File: src/rtl/sipo_pkg.sv
// Shared definitions for the serial/parallel converter family: bit-order encodings and counter sizing.
package sipo_pkg;

  localparam bit ORDER_MSB = 1'b1;
  localparam bit ORDER_LSB = 1'b0;

  // The counter must reach WIDTH itself (the FULL state), hence WIDTH+1 codes.
  function automatic int cnt_w_f(input int width);
    return $clog2(width + 1);
  endfunction

endpackage

File: src/rtl/sipo_out_reg.sv
// Output holding register: loads a finished word, holds it until the consumer takes it.
// Latency 0 (word visible after the load edge); slot_free reports whether a load can land this cycle.
module sipo_out_reg #(
  parameter int WIDTH = 8
) (
  input  logic             clk,
  input  logic             reset,
  input  logic             clear_i,
  input  logic             load_i,
  input  logic [WIDTH-1:0] load_word_i,
  input  logic             p_ready_i,
  output logic [WIDTH-1:0] p_out_o,
  output logic             p_valid_o,
  output logic             slot_free_o
);

  logic [WIDTH-1:0] p_out_q, p_out_d;
  logic             p_valid_q, p_valid_d;

  assign slot_free_o = !p_valid_q | p_ready_i;

  // clear drops the valid flag but deliberately leaves the last word on p_out.
  always_comb begin
    p_out_d   = p_out_q;
    p_valid_d = p_valid_q;
    if (clear_i) begin
      p_valid_d = 1'b0;
    end else if (load_i) begin
      p_out_d   = load_word_i;
      p_valid_d = 1'b1;
    end else if (p_ready_i) begin
      p_valid_d = 1'b0;
    end
  end

  always_ff @(posedge clk or negedge reset) begin
    if (!reset) begin
      p_out_q   <= '0;
      p_valid_q <= 1'b0;
    end else begin
      p_out_q   <= p_out_d;
      p_valid_q <= p_valid_d;
    end
  end

  assign p_out_o   = p_out_q;
  assign p_valid_o = p_valid_q;

endmodule

File: src/rtl/sipo_stream.sv
// Serial-in/parallel-out deserialiser with valid/ready on both sides and a one-word holding register.
// 1 bit/clk sustained; when the holder is occupied the shifter parks its completed word and drops s_ready.
module sipo_stream
  import sipo_pkg::*;
#(
  parameter int WIDTH     = 8,
  parameter bit MSB_FIRST = ORDER_MSB,
  parameter int CNT_W     = cnt_w_f(WIDTH)
) (
  input  logic             clk,
  input  logic             reset,
  input  logic             clear,
  input  logic             s_in,
  input  logic             s_valid,
  output logic             s_ready,
  output logic [WIDTH-1:0] p_out,
  output logic             p_valid,
  input  logic             p_ready,
  output logic [CNT_W-1:0] bit_cnt
);

  localparam logic [CNT_W-1:0] CNT_FULL = CNT_W'(WIDTH);
  localparam logic [CNT_W-1:0] CNT_LAST = CNT_W'(WIDTH - 1);

  logic [WIDTH-1:0] sr_q, sr_d, sr_shift, load_word;
  logic [CNT_W-1:0] cnt_q, cnt_d;
  logic             accept, slot_free, load;

  generate
    if (MSB_FIRST == ORDER_MSB) begin : g_msb
      assign sr_shift = {sr_q[WIDTH-2:0], s_in};
    end else begin : g_lsb
      assign sr_shift = {s_in, sr_q[WIDTH-1:1]};
    end
  endgenerate

  assign s_ready = (cnt_q != CNT_FULL);
  assign accept  = s_valid & s_ready;
  assign bit_cnt = cnt_q;

  // The word completing on this edge bypasses sr and goes straight to the holder.
  always_comb begin
    sr_d      = sr_q;
    cnt_d     = cnt_q;
    load      = 1'b0;
    load_word = sr_shift;
    if (clear) begin
      sr_d  = '0;
      cnt_d = '0;
    end else if (cnt_q == CNT_FULL) begin
      if (slot_free) begin
        load      = 1'b1;
        load_word = sr_q;
        cnt_d     = '0;
      end
    end else if (accept) begin
      sr_d = sr_shift;
      if (cnt_q == CNT_LAST) begin
        if (slot_free) begin
          load  = 1'b1;
          cnt_d = '0;
        end else begin
          cnt_d = CNT_FULL;
        end
      end else begin
        cnt_d = cnt_q + 1'b1;
      end
    end
  end

  always_ff @(posedge clk or negedge reset) begin
    if (!reset) begin
      sr_q  <= '0;
      cnt_q <= '0;
    end else begin
      sr_q  <= sr_d;
      cnt_q <= cnt_d;
    end
  end

  sipo_out_reg #(
    .WIDTH(WIDTH)
  ) u_out_reg (
    .clk        (clk),
    .reset      (reset),
    .clear_i    (clear),
    .load_i     (load),
    .load_word_i(load_word),
    .p_ready_i  (p_ready),
    .p_out_o    (p_out),
    .p_valid_o  (p_valid),
    .slot_free_o(slot_free)
  );

endmodule
File: config.mk
export PLATFORM = sky130hd
export DESIGN_NAME = sipo_stream
export DESIGN_NICKNAME = d
export VERILOG_FILES = /design/src/rtl/sipo_pkg.sv /design/src/rtl/sipo_out_reg.sv /design/src/rtl/sipo_stream.sv
export SDC_FILE = /design/constraint.sdc
export NUM_CORES = 1
export LEC_CHECK = 0
export ABC_AREA = 0
export CAP_MARGIN = 20
export CORE_MARGIN = 2
export CORE_UTILIZATION = 54
export DETAILED_ROUTE_END_ITERATION = 10
export PLACE_DENSITY = 0.82
export SLEW_MARGIN = 20
export SYNTH_ARGS = -nofsm -noshare
export SYNTH_HDL_FRONTEND = slang
export SYNTH_SLANG_ARGS = --single-unit
File: constraint.sdc
create_clock -name clk -period 4.75 [get_ports clk]
set_input_delay 0.95 -clock clk [delete_from_list [all_inputs] [get_ports clk]]
set_output_delay 0.95 -clock clk [all_outputs]
set_load 0.01 [all_outputs]
Word-level counts from Yosys, hierarchy flattened
Cells that the tools add are included.
{"block": "totals", "in_bits": 6, "regBits": 21, "out_inout_bits": 14}
{"block": "classes", "add_sub_neg": 1, "reduce_logical": 7, "n_eq_ne": 5, "n_bitwise": 3, "mux": 19}
{"operator": "8-bit two-way mux", "count": 5}
{"operator": "4-bit two-way mux", "count": 6}
{"operator": "1-bit two-way mux", "count": 8}
{"operator": "2-bit AND reduction", "count": 3}
{"operator": "3-bit nonzero test", "count": 2}
{"operator": "4-bit by 1-bit adder with 4-bit output, second input constant", "count": 1}
{"operator": "4-bit by 3-bit == test with 1-bit output, second input constant", "count": 1}
{"operator": "4-bit == test, second input constant", "count": 1}
{"operator": "4-bit != test, second input constant", "count": 1}
{"operator": "3-bit != test, second input constant", "count": 1}
{"operator": "2-bit != test, second input constant", "count": 1}
{"operator": "2-bit nonzero test", "count": 1}
{"operator": "1-bit bitwise AND", "count": 1}
{"operator": "1-bit logical NOT", "count": 1}
{"operator": "1-bit inverter", "count": 1}
{"operator": "1-bit bitwise OR", "count": 1}

Logic depth before layout (Yosys ltp)
{"block": "logic_depth", "ltp_word": 9, "mapped_depth": 7, "ltp_nobuf": 6}

By module
From an unflattened synthesis, not the netlist that was laid out.
{"block": "unflattened", "cells_unflattened": 102, "hier_area_um2": 1137.3}
{"module": "sipo_stream", "cells_per_inst": 80, "seq_area_each_um2": 300.3, "n_inst": 1, "area_per_inst_um2": 752.0}
{"module": "sipo_out_reg", "cells_per_inst": 22, "seq_area_each_um2": 225.2, "n_inst": 1, "area_per_inst_um2": 385.4}

Least setup slack after synthesis
No wires, ideal clock.
{"block": "synth_timing", "kind": "register -> output", "from": "register cnt_q[0] (netlist: bit_cnt[0])", "to": "output port s_ready", "n_path_buf": 1, "stages_incl_launch_ff": 6, "t_arrival_ps": 1196, "setup_slack_ps": 2604, "path_cell_list": "dfrtp_1 > inv_1 > ha_1 > and3b_2 > inv_2 > buf_2"}
{"block": "synth_between", "elab_chain_len": 1}
{"item": "start: declaration", "line": "sipo_stream.sv:26", "source": "logic [CNT_W-1:0] cnt_q, cnt_d;"}
{"item": "start signal: assignment", "line": "sipo_stream.sv:77", "source": "cnt_q <= cnt_d;"}
{"item": "4-bit != test", "line": "sipo_stream.sv:37", "source": "assign s_ready = (cnt_q != CNT_FULL);"}
{"item": "end: declaration", "line": "sipo_stream.sv:15", "source": "output logic s_ready,"}
No other way between the ends.

Worst setup path after layout
Same ends and word-level chain as after synthesis.

==> results.toml <==
[logic_synthesis]
ys_ff_latch = 21
yosysMostFrequentCell = "dfrtp_1"
synth.distinct_cells = 29
yosys-top-cells-area = "dfrtp_1 49%, a2bb2oi_1 6.5%, o22ai_1 4.7%"
syn_avg_cell_area_um2 = 10.4
syn_nets = 111
synth-seq-area-share = 0.488
synth_top_area_share = 0.488
synth_area_leader_cell = "dfrtp_1"
synthCells = 103
synth_enable_flop_cells = 0
yosysWarnings = 0
postSynth.asyncResetShare = 1.00
yosys-top-cells-count = "21 x dfrtp_1, 9 x a21oi_1"
ys_dominant_reg_cell = "dfrtp_1"
synth_area_um2 = 1080

[sta]
max_slew_margin = 0.387
finalMaxSlewViolations = 0
fin_crit_sh = 0.669
setup_viol = 0
rsz0062_at_grt = "false"
fmax_mhz = 315
hold_viol = 0
period_needed_ns = 3.18
fin_skew_ns = 0.00333
tightest_slew_ns = 0.917
setup_tns_ns = 0

[critical_path]
cp_data_required_time_ns = 3.80
endpoint = "s_ready"
worstPathArrival_ns = 2.23
cp_max_fo = 21
r2r_end = "u_out_reg.p_out_o[3]"
crit_type = "reg -> out"
crit_path_max_incr_delay_ns = 0.60
worstSetupStartpoint = "bit_cnt[0]"
r2r_setup_slack_ns = 2.86
r2r_cells = 6
path_cells = "inv_1 > ha_1 > and3b_2 > inv_2 > clkdlybuf4s50_1"
cp_slowest_cell = "clkdlybuf4s50_1"
cp-start-kind = "flop"
cp-end-kind = "output pin"
r2r_start = "bit_cnt[0]"

[global_route]
grt-ovfl-total = 0
first_global_vias = 839
gr-usage-all-layers = 0.211
grt_max_degree = 22
grt_antenna_before_repair = 0
grt_first_pass_wirelength_um = 3830

[detailed_routing]
antenna_left = 0
wl_um = 2220
vias = 853
wl_per_cell_um = 15.2
drcViolationCount = 0
drt-vias-per-instance = 5.84
dr.pass1.iters = 4
drt_iter0_markers = 39

[run]
maxCapViolCount = 0

[place]
numPortBuffers = 19
dp_hpwl_um = 1470
gp_congestion = 0.853
dp.cells = 142

[clocking]
cts_hold_buf = 0
root_buffer = "clkbuf_4"
htreeDepth = 1
cts.sinks = 21
post-cts-setup-buffers = 0
clk_path_buf_depth = 2
cts-resized-gates = 0
cts_tree = "built"
clk_transition_reported_paths_ns = 0.11
numCtsBuffers = 3
insertion_delay_ns = 0.31

[power]
power_mw = 0.339
intPower_mw = 0.252
p_comb_frac = 0.164
p_leak_nw = 0.564
p_sw_frac = 0.258
peakVddDrop_uv = 164
p_clk_frac = 0.257
power.net_switching_mw = 0.0874
seqPwrFrac = 0.579
power_density_nw_per_um2 = 264

[layout]
nets = 128
final_cells = 146
areaGrowthSynthToFinish_pct = 19.2
fin_util = 0.667
antenna_cells = 0
drive_gt1_frac = 0.0756

[die]
start_util = 0.560
core_area_um2 = 1920
rows = 16
io_pins = 20
die_w_um = 48.6
fp.dieH_um = 48.6
fp.dieArea_um2 = 2370

[hold_path]
hold_path_class = "reg -> reg"

[status]
status = "complete, no violations"
[worst min path at each step]
stage | startpoint | endpoint | slack (ns) | depth (start not counted)
4_1_cts | u_out_reg.p_out_o[4] | u_out_reg.p_out_o[4] | 0.56 | 1
5_1_grt | u_out_reg.p_out_o[3] | u_out_reg.p_out_o[3] | 0.58 | 1
3_5_place_dp | u_out_reg.p_out_o[1] | u_out_reg.p_out_o[1] | 0.53 | 1
6_report | u_out_reg.p_out_o[4] | u_out_reg.p_out_o[4] | 0.56 | 1
3_3_place_gp | u_out_reg.p_out_o[2] | u_out_reg.p_out_o[2] | 0.53 | 1
2_1_floorplan | sr_q[7] | sr_q[7] | 0.52 | 2
[cells by family (layout without fill, tap and decap cells)]
family / after synthesis / after routing / synth area share
adder cells (fa/ha/maj): 2 / 2 / 0.0233
AND/OR/NAND/NOR: 23 / 23 / 0.137
multiplexers: 3 / 3 / 0.0279
AO/OA/AOI/OAI: 41 / 41 / 0.262
buffers and inverters: 13 / 29 / 0.0616
flip-flops: 21 / 21 / 0.488
[placed cells by master (no fill, tap or decap), types with 2 or more instances in the layout]
cell type,n
a21oi_1,9
a2bb2oi_1,8
clkbuf_4,3
clkdlybuf4s50_1,19
dfrtp_1,21
ha_1,2
inv_1,5
mux2i_1,3
nand2_1,2
nand2b_1,4
nand3_1,8
nor2_1,2
nor2b_1,2
o2111ai_1,2
o21ai_0,8
o22ai_1,8
[flip-flops by register name, summed over array words and instances (netlist names)]
name                 flops
u_out_reg.p_valid_o      1
sr_q                     8
u_out_reg.p_out_o        8
bit_cnt                  4
[metal layers]
metal	vias up	part of all wire	global-route usage
li1	414	-	-
met5	-	0	0
met3	5	0.046	0.0401
met4	0	0.022	0.100
met1	403	0.49	0.308
met2	31	0.45	0.304
[area by class of cell]
type,count,area [um^2]
Timing Repair Buffer,19,190
Sequential cell,21,526
Tap cell,27,33.8
Clock buffer,4,26.3
Fill cell,160,639
Inverter,6,22.5
Multi-Input combinational cell,69,484
[power by group through the flow]
stage	clock network (mW)	registers [mW]	logic, mW
after CTS	0.0894	0.196	0.0563
after global placement	0	0.199	0.0547
after global routing	0.0973	0.198	0.0615
after detailed placement	0	0.199	0.0558
after floorplan	0	0.203	0.0218
final	0.0870	0.196	0.0557
[critical path, delay by kind of cell, from the launching register on]
| kind | cells | cell delay [ns] |
|---|---|---|
| and+or+nand+nor | 1 | 0.28 |
| buffers and inverters | 3 | 0.98 |
| adders and majority gates | 1 | 0.21 |
| DFF | 1 | 0.44 |
[through the flow]
stage / instance area, um^2 / setup slack, ns / hold WS, ns
final: 1280 / 1.57 / 0.558
after CTS: 1280 / 1.57 / 0.563
after floorplan: 1080 / 2.60 / 0.518
after global placement: 1260 / 1.98 / 0.533
after global routing: 1280 / 1.45 / 0.585
after detailed placement: 1260 / 1.92 / 0.528
No activity file was read; power rests on OpenSTA's default activity.
